File: config.mk
export PLATFORM = sky130hd
export DESIGN_NAME = audio_meter
export DESIGN_NICKNAME = d
export VERILOG_FILES = /design/src/rtl/meter_pkg.sv /design/src/rtl/meter_quant.sv /design/src/rtl/audio_meter.sv
export SDC_FILE = /design/constraint.sdc
export NUM_CORES = 1
export LEC_CHECK = 0
export BUFFER_PORTS_ARGS = -buffer_cell sky130_fd_sc_hd__buf_2
export CORE_UTILIZATION = 40
export CTS_CLUSTER_DIAMETER = 150
export DETAILED_ROUTE_END_ITERATION = 6
export PLACE_DENSITY = 0.58
export REMOVE_ABC_BUFFERS = 1
export SLEW_MARGIN = 10
export SYNTH_ARGS = -nofsm -noshare
export SYNTH_HDL_FRONTEND = slang
export SYNTH_SLANG_ARGS = --single-unit
File: constraint.sdc
create_clock -name clk -period 5.3 [get_ports clk]
set_input_delay 0.53 -clock clk [delete_from_list [all_inputs] [get_ports clk]]
set_output_delay 0.53 -clock clk [all_outputs]
set_load 0.01 [all_outputs]
File: src/rtl/meter_pkg.sv
// rtl/meter_pkg.sv - shared types, constants and helpers for the audio level/pitch meter
//
// Contents:
//   NUM_CH, CODE_W   channel count (tags 1..7) and width of one published code
//   chan_t, code_t   channel tag and 3-bit code types
//   state_t          meter sequencer states
//   msb_index()      bit position of the highest set bit (0 for a zero input)
package meter_pkg;

    localparam int NUM_CH = 7;
    localparam int CODE_W = 3;

    typedef logic [2:0]        chan_t;
    typedef logic [CODE_W-1:0] code_t;

    typedef enum logic [1:0] {
        ACCUM,
        QUANT,
        PUBLISH
    } state_t;

    function automatic int msb_index(input logic [31:0] value);
        int idx;
        idx = 0;
        for (int i = 0; i < 32; i++) begin
            if (value[i]) begin
                idx = i;
            end
        end
        return idx;
    endfunction

endpackage

File: src/rtl/meter_quant.sv
// rtl/meter_quant.sv - combinational peak/zero-crossing to 3-bit volume/frequency code quantizer
//
// Ports:
//   peak_i   in  DW     peak magnitude of one channel over a window
//   zc_i     in  ZC_W   zero-crossing count of the same channel
//   vol_o    out 3      log2-style volume code (peak >= 2^(DW-8) -> 1 ... )
//   freq_o   out 3      min(7, zc_i >> ZC_SHIFT)
module meter_quant
    import meter_pkg::*;
#(
    parameter int DW       = 16,
    parameter int ZC_W     = 10,
    parameter int ZC_SHIFT = 2
) (
    input  logic [DW-1:0]   peak_i,
    input  logic [ZC_W-1:0] zc_i,
    output code_t           vol_o,
    output code_t           freq_o
);

    int msb_k;
    int vol_raw;
    int zc_scaled;

    always_comb begin
        msb_k     = msb_index(32'(peak_i));
        vol_raw   = 0;
        if ((peak_i != '0) && (msb_k >= DW - 8)) begin
            vol_raw = msb_k - (DW - 9);
        end
        // A magnitude never reaches bit DW-1, so this clamp only guards odd DW choices.
        if (vol_raw > 7) begin
            vol_raw = 7;
        end
        vol_o = code_t'(vol_raw);

        zc_scaled = int'(zc_i >> ZC_SHIFT);
        freq_o    = (zc_scaled > 7) ? code_t'(7) : code_t'(zc_scaled);
    end

endmodule

File: src/rtl/audio_meter.sv
// rtl/audio_meter.sv - per-channel peak/zero-crossing meter publishing packed 3-bit codes
//
// Measures peak magnitude and zero-crossing count of synth channels 1..7 over a fixed
// window, quantizes each channel through one shared meter_quant during QUANT, and
// publishes all codes at once with a one-cycle upd_o strobe.
//
// Ports:
//   clk           in   1    system clock
//   reset         in   1    synchronous, active-low reset
//   sample_valid  in   1    sample_ch/sample_data valid this cycle
//   sample_ch     in   3    channel tag 1..7 (0 ignored)
//   sample_data   in   DW   signed sample
//   play          in   8    per-channel active flags (bit 0 ignored)
//   vol_o         out  24   volume codes, channel c at [3c+2:3c], [2:0] = 0
//   freq_o        out  24   frequency codes, same packing
//   upd_o         out  1    pulse on the cycle vol_o/freq_o change
//
// Build option: AUDIO_METER_DECAY_EN - published volume falls at most one step per window.
module audio_meter
    import meter_pkg::*;
#(
    parameter int DW         = 16,
    parameter int WIN_CYCLES = 1_250_000,
    parameter int ZC_SHIFT   = 2,
    parameter int ZC_W       = 10
) (
    input  logic          clk,
    input  logic          reset,
    input  logic          sample_valid,
    input  logic [2:0]    sample_ch,
    input  logic [DW-1:0] sample_data,
    input  logic [7:0]    play,
    output logic [23:0]   vol_o,
    output logic [23:0]   freq_o,
    output logic          upd_o
);

    localparam int                CNT_W        = $clog2(WIN_CYCLES);
    localparam logic [CNT_W-1:0]  CNT_LAST     = CNT_W'(WIN_CYCLES - 1);
    localparam logic [DW-1:0]     MAG_MAX      = {1'b0, {(DW-1){1'b1}}};
    localparam logic [DW-1:0]     SAMPLE_MIN   = {1'b1, {(DW-1){1'b0}}};
    localparam logic [ZC_W-1:0]   ZC_MAX       = {ZC_W{1'b1}};

    // Per-channel arrays carry an unused slot 0 so the 3-bit tag indexes them directly.
    state_t            state_q, state_d;
    chan_t             qidx_q, qidx_d;
    logic [CNT_W-1:0]  cnt_q, cnt_d;
    logic [DW-1:0]     peak_q [0:NUM_CH];
    logic [DW-1:0]     peak_d [0:NUM_CH];
    logic [DW-1:0]     shadow_peak_q [0:NUM_CH];
    logic [DW-1:0]     shadow_peak_d [0:NUM_CH];
    logic [ZC_W-1:0]   zc_q [0:NUM_CH];
    logic [ZC_W-1:0]   zc_d [0:NUM_CH];
    logic [ZC_W-1:0]   shadow_zc_q [0:NUM_CH];
    logic [ZC_W-1:0]   shadow_zc_d [0:NUM_CH];
    logic [NUM_CH:0]   last_sign_q, last_sign_d;
    logic [NUM_CH:0]   seen_q, seen_d;
    logic [23:0]       stage_vol_q, stage_vol_d;
    logic [23:0]       stage_freq_q, stage_freq_d;
    logic [23:0]       vol_q, vol_d;
    logic [23:0]       freq_q, freq_d;
    logic              upd_q, upd_d;

    logic              wrap;
    logic              smp_hit;
    logic              smp_sign;
    logic [DW-1:0]     mag;
    code_t             q_vol, q_freq;
    code_t             new_vol, new_freq;
`ifdef AUDIO_METER_DECAY_EN
    code_t             old_vol;
`endif

    assign wrap     = (cnt_q == CNT_LAST);
    assign smp_sign = sample_data[DW-1];
    assign smp_hit  = sample_valid && (sample_ch != '0) && play[sample_ch];

    // The most negative sample has no positive twin; clamp it to full scale.
    always_comb begin
        mag = sample_data;
        if (sample_data == SAMPLE_MIN) begin
            mag = MAG_MAX;
        end else if (smp_sign) begin
            mag = -sample_data;
        end
    end

    meter_quant #(
        .DW       (DW),
        .ZC_W     (ZC_W),
        .ZC_SHIFT (ZC_SHIFT)
    ) u_quant (
        .peak_i (shadow_peak_q[qidx_q]),
        .zc_i   (shadow_zc_q[qidx_q]),
        .vol_o  (q_vol),
        .freq_o (q_freq)
    );

    always_comb begin
        state_d       = state_q;
        qidx_d        = qidx_q;
        cnt_d         = wrap ? '0 : cnt_q + CNT_W'(1);
        peak_d        = peak_q;
        shadow_peak_d = shadow_peak_q;
        zc_d          = zc_q;
        shadow_zc_d   = shadow_zc_q;
        last_sign_d   = last_sign_q;
        seen_d        = seen_q;
        stage_vol_d   = stage_vol_q;
        stage_freq_d  = stage_freq_q;
        vol_d         = vol_q;
        freq_d        = freq_q;
        upd_d         = 1'b0;
        new_vol       = q_vol;
        new_freq      = q_freq;
`ifdef AUDIO_METER_DECAY_EN
        old_vol       = '0;
`endif

        // Window boundary: hand the finished window to the shadow copy. The live
        // accumulators restart from zero so a sample on this cycle opens the new window.
        if (wrap) begin
            for (int c = 0; c <= NUM_CH; c++) begin
                shadow_peak_d[c] = peak_q[c];
                shadow_zc_d[c]   = zc_q[c];
                peak_d[c]        = '0;
                zc_d[c]          = '0;
            end
        end

        if (smp_hit) begin
            if (mag > peak_d[sample_ch]) begin
                peak_d[sample_ch] = mag;
            end
            if (seen_q[sample_ch] && (last_sign_q[sample_ch] != smp_sign)
                && (zc_d[sample_ch] != ZC_MAX)) begin
                zc_d[sample_ch] = zc_d[sample_ch] + ZC_W'(1);
            end
            last_sign_d[sample_ch] = smp_sign;
            seen_d[sample_ch]      = 1'b1;
        end

        case (state_q)
            ACCUM: begin
                if (wrap) begin
                    state_d = QUANT;
                    qidx_d  = chan_t'(1);
                end
            end
            QUANT: begin
`ifdef AUDIO_METER_DECAY_EN
                old_vol = vol_q[3*qidx_q +: CODE_W];
                if ((old_vol != '0) && ((old_vol - 1'b1) > new_vol)) begin
                    new_vol = old_vol - 1'b1;
                end
`endif
                // A channel that is not playing reads as silent and loses its history.
                if (!play[qidx_q]) begin
                    new_vol               = '0;
                    new_freq              = '0;
                    peak_d[qidx_q]        = '0;
                    zc_d[qidx_q]          = '0;
                    shadow_peak_d[qidx_q] = '0;
                    shadow_zc_d[qidx_q]   = '0;
                    seen_d[qidx_q]        = 1'b0;
                end
                stage_vol_d[3*qidx_q +: CODE_W]  = new_vol;
                stage_freq_d[3*qidx_q +: CODE_W] = new_freq;
                if (qidx_q == chan_t'(NUM_CH)) begin
                    state_d = PUBLISH;
                    vol_d   = stage_vol_d;
                    freq_d  = stage_freq_d;
                    upd_d   = 1'b1;
                end else begin
                    qidx_d  = qidx_q + chan_t'(1);
                end
            end
            PUBLISH: begin
                state_d = ACCUM;
            end
            default: begin
                state_d = ACCUM;
            end
        endcase
    end

    always_ff @(posedge clk) begin
        if (!reset) begin
            state_q      <= ACCUM;
            qidx_q       <= '0;
            cnt_q        <= '0;
            last_sign_q  <= '0;
            seen_q       <= '0;
            stage_vol_q  <= '0;
            stage_freq_q <= '0;
            vol_q        <= '0;
            freq_q       <= '0;
            upd_q        <= 1'b0;
            for (int c = 0; c <= NUM_CH; c++) begin
                peak_q[c]        <= '0;
                shadow_peak_q[c] <= '0;
                zc_q[c]          <= '0;
                shadow_zc_q[c]   <= '0;
            end
        end else begin
            state_q       <= state_d;
            qidx_q        <= qidx_d;
            cnt_q         <= cnt_d;
            last_sign_q   <= last_sign_d;
            seen_q        <= seen_d;
            stage_vol_q   <= stage_vol_d;
            stage_freq_q  <= stage_freq_d;
            vol_q         <= vol_d;
            freq_q        <= freq_d;
            upd_q         <= upd_d;
            peak_q        <= peak_d;
            shadow_peak_q <= shadow_peak_d;
            zc_q          <= zc_d;
            shadow_zc_q   <= shadow_zc_d;
        end
    end

    assign vol_o  = vol_q;
    assign freq_o = freq_q;
    assign upd_o  = upd_q;

endmodule

==> flow_summary.rst <==
.. list-table::
   :header-rows: 1

   * - Metric
     - Value
   * - Largest fanout of any net on the critical path
     - 24
   * - Antenna diode instance count
     - 0
   * - Cell count after synthesis
     - 2869
   * - Count of flip-flops with a built-in enable after synthesis
     - 0
   * - Total Routed Length
     - slightly below 80000 um
   * - Post-cts sizing count
     - 0
   * - Sequential fraction of the synthesis area
     - 0.438
   * - Class of the tightest hold or removal check
     - register to register
   * - TritonCTS clock tree
     - done
   * - Insertion delay to the later sink of the worst-skew pair
     - 0.64 ns
   * - Final worst clock skew
     - 0.0416 ns
   * - DRC Markers
     - 0
   * - Number of nets in the layout
     - 2929
   * - Most used flip-flop cell after synthesis
     - sky130_fd_sc_hd__dfxtp_1
   * - Top achievable clock speed
     - around 210 MHz
   * - Arrival time worst endpoint
     - 5.24 ns
   * - Final routed wire length divided by cell count
     - 21.3 um
   * - Global routing usage summed across all routing layers
     - 0.252
   * - Slew at the pin with the worst max-slew slack
     - 1.08 ns
   * - Cell area power density
     - 311 nW/um^2
   * - Final critical-path required period
     - around 4.7 ns
   * - Element type at the critical path start
     - register
   * - HPWL Detailed
     - 52000 um
   * - IO Port Bufs
     - 78
   * - Clock-pin slew on the worst setup and hold paths
     - 0.06 ns
   * - Average cell area after synthesis
     - 8.45 um^2
   * - Reg2Reg Setup Slack
     - ~0.57 ns
   * - Root Buffer
     - sky130_fd_sc_hd__clkbuf_16
   * - Element type at the critical path end
     - register
   * - Final Setup Violations
     - 0
   * - Final hold violations
     - 0
   * - RSZ-0062 raised after global routing
     - false
   * - Count of boundary I/O pins
     - between 70 and 80
   * - Post-Syn Area
     - 24200 um^2
   * - First-iteration detailed-routing DRC count
     - 1683
   * - Floorplan die area
     - 61600 um^2
   * - Required time reported for the critical path endpoint
     - 5.81 ns
   * - Leak pwr
     - about 9.5 nW
   * - FILL cells
     - 5828
   * - Total number of H-tree levels
     - 2
   * - Routed length on met3
     - ~5500 um
   * - Post-layout utilization of the core
     - 0.457
   * - Pre-CTS setup slack
     - 0.382 ns
   * - Via density per instance
     - roughly 5.8
   * - Global-route wire length before repair
     - 121000 um
   * - Rel. slew slack
     - 0.281
   * - Yosys Warn Count
     - 0
   * - Core Footprint
     - 59500 um^2
   * - Routability congestion estimate
     - 0.840
   * - Total number of placement rows
     - 89
   * - Maximum vdd drop
     - 283 uV
   * - Horiz. Die Dim
     - 248 um
   * - Vias in the first global route
     - 20.0k
   * - CTS sink count
     - ~530
   * - Total CTS buffers
     - 57
   * - Distinct cell type count of the synthesized netlist
     - 96
   * - Result of the run
     - finished, final reports clean
   * - Initial core utilization
     - 0.408
   * - 1st-pass router iterations
     - 6
   * - Total gr overflow
     - 0
   * - Met2 layer wire length in the routed design
     - roughly 35000 um
   * - Total number of vias
     - 21.5k
   * - Maximum number of pins on one net before global-route repair
     - 96
   * - Number of hold buffers added after CTS
     - 0
   * - Share of post-route cells with drive strength above 1
     - 0.162
   * - CP Class
     - register to register
   * - Top layer used by detailed routing
     - met5
   * - Antenna Nets Post-Route
     - 0
   * - Post-synth ARST share
     - 0
   * - Number of slew-limit violations in the final report
     - 0
   * - Post-CTS repair timing setup buffer count
     - 0
   * - Area growth, synth to finish
     - 12.1%
   * - Die span in y
     - 248 um
   * - Post-synthesis sequential element count
     - 531
   * - Number of antenna violations at the first check in global routing
     - 1
   * - Period utilization
     - 0.892
   * - Number of max-capacitance violations reported
     - 0
   * - PnR worst setup slack
     - 0.571 ns
   * - M1 WL
     - 35200 um
   * - Clock buffer depth
     - 3
[placed cells by master, fill, tap and decap left out, types with 47 or more instances in the layout]
master,n
sky130_fd_sc_hd__clkbuf_16,57
sky130_fd_sc_hd__nand3_1,165
sky130_fd_sc_hd__or2_2,47
sky130_fd_sc_hd__dfxtp_1,528
sky130_fd_sc_hd__a21oi_1,332
sky130_fd_sc_hd__mux2i_1,47
sky130_fd_sc_hd__o22ai_1,83
sky130_fd_sc_hd__nand2b_1,75
sky130_fd_sc_hd__buf_2,78
sky130_fd_sc_hd__nand2_1,507
sky130_fd_sc_hd__o21ai_0,62
sky130_fd_sc_hd__nor2_1,190
sky130_fd_sc_hd__buf_4,87
[through the flow]
step           instance area [um^2]  total power, mW  hold slack, ns  instances  setup TNS [ns]
2_1_floorplan                 23200             4.35           0.410       2645        -1192.78
3_5_place_dp                  25400             4.58           0.438       3586               0
5_1_grt                       27200             8.71           0.456       3689               0
6_report                      27200             8.44           0.444       3689               0
3_3_place_gp                  25400             4.58           0.429       3586               0
4_1_cts                       27200             8.49           0.422       3689               0
[flip-flops by register name, summed over array words and instances, names as in the netlist, 21 cells and up]
signal	count
stage_freq_q	24
freq_o	24
zc_q	80
shadow_zc_q	64
cnt_q	21
shadow_peak_q	120
peak_q	128
stage_vol_q	24
vol_o	24
[cell usage after synthesis, drive strengths merged (11+ instances only)]
| library cell | n | area (um^2) |
|---|---|---|
| a32o | 21 | 210 |
| mux2 | 62 | 785 |
| clkbuf | 127 | 478 |
| buf | 97 | 597 |
| o211ai | 19 | 143 |
| xor2 | 16 | 148 |
| a211oi | 11 | 92.6 |
| inv | 26 | 97.6 |
| mux2i | 47 | 470 |
| nor3b | 12 | 90.1 |
| and2 | 36 | 225 |
| nor4 | 20 | 153 |
| dfxtp | 531 | 10600 |
| o22ai | 83 | 519 |
| or2 | 53 | 332 |
| nor2 | 224 | 976 |
| o21ai | 84 | 439 |
| mux4 | 21 | 492 |
| a31oi | 14 | 87.6 |
| nand3 | 165 | 826 |
| a21oi | 333 | 1670 |
| a221oi | 31 | 297 |
| a22oi | 36 | 270 |
| nor3 | 36 | 190 |
| nand2b | 75 | 469 |
| xnor2 | 24 | 210 |
| ha | 27 | 338 |
| or4 | 12 | 93.8 |
| nand2 | 507 | 1900 |
[worst paths after layout]
| path | endpoint | from | depth (start not counted) |
|---|---|---|---|
| max | stage_vol_q[7] | qidx_q[1] | 13 |
| min | cnt_q[0] | cnt_q[0] | 1 |
| max reg2reg | stage_vol_q[7] | qidx_q[1] | 13 |
| min reg2reg | cnt_q[0] | cnt_q[0] | 1 |
[power breakdown]
group,internal (mW),switching [mW]
clock,2.25,1.69
combinational,0.145,0.344
sequential,4.00,0.0105
total,6.40,2.05
[worst max-delay path, cell delays in order (launching register included)]
cell                       delay (ns)
sky130_fd_sc_hd__dfxtp_2         0.77
sky130_fd_sc_hd__buf_4           0.43
sky130_fd_sc_hd__mux2_2          0.38
sky130_fd_sc_hd__a221oi_1        0.41
sky130_fd_sc_hd__o22ai_1         0.31
sky130_fd_sc_hd__o31a_1          0.30
sky130_fd_sc_hd__o21a_2          0.26
sky130_fd_sc_hd__a21oi_1         0.13
sky130_fd_sc_hd__nand2_1         0.07
sky130_fd_sc_hd__ha_1            0.29
sky130_fd_sc_hd__nor2_1          0.41
sky130_fd_sc_hd__o21a_2          0.43
sky130_fd_sc_hd__nand2_1         0.12
sky130_fd_sc_hd__o31ai_1         0.24
[area by class of cell]
cell class | instances | area, um^2 | share of cell area
tap | 773 | 967 | 0.0356
multi-input combinational | 2088 | 12500 | 0.462
clock buffer | 78 | 1600 | 0.0587
clock inverter | 25 | 234 | 0.00861
inverter | 26 | 97.6 | 0.00359
sequential | 531 | 10600 | 0.391
timing repair buffer | 168 | 1100 | 0.0406
[kinds of logic (layout without fill, tap and decap cells)]
kind of cell               Yosys count  count (layout)  synth area share
DFF                                531             531             0.438
buffers and inverters              250             297            0.0484
muxes                              130             130            0.0720
AOI/OAI and AO/OA                  689             689             0.176
xor gates and xnor gates            40              40            0.0148
adders and majority gates           27              27            0.0139
and+or+nand+nor                   1202            1202             0.237
[per-layer routing]
layer	vias to the layer above	global-route usage
li1	10100	-
met1	10400	0.346
met2	851	0.403
met3	153	0.0385
met4	2	0.0848
met5	-	0
Note: power is estimated with default switching activity, not from simulation.
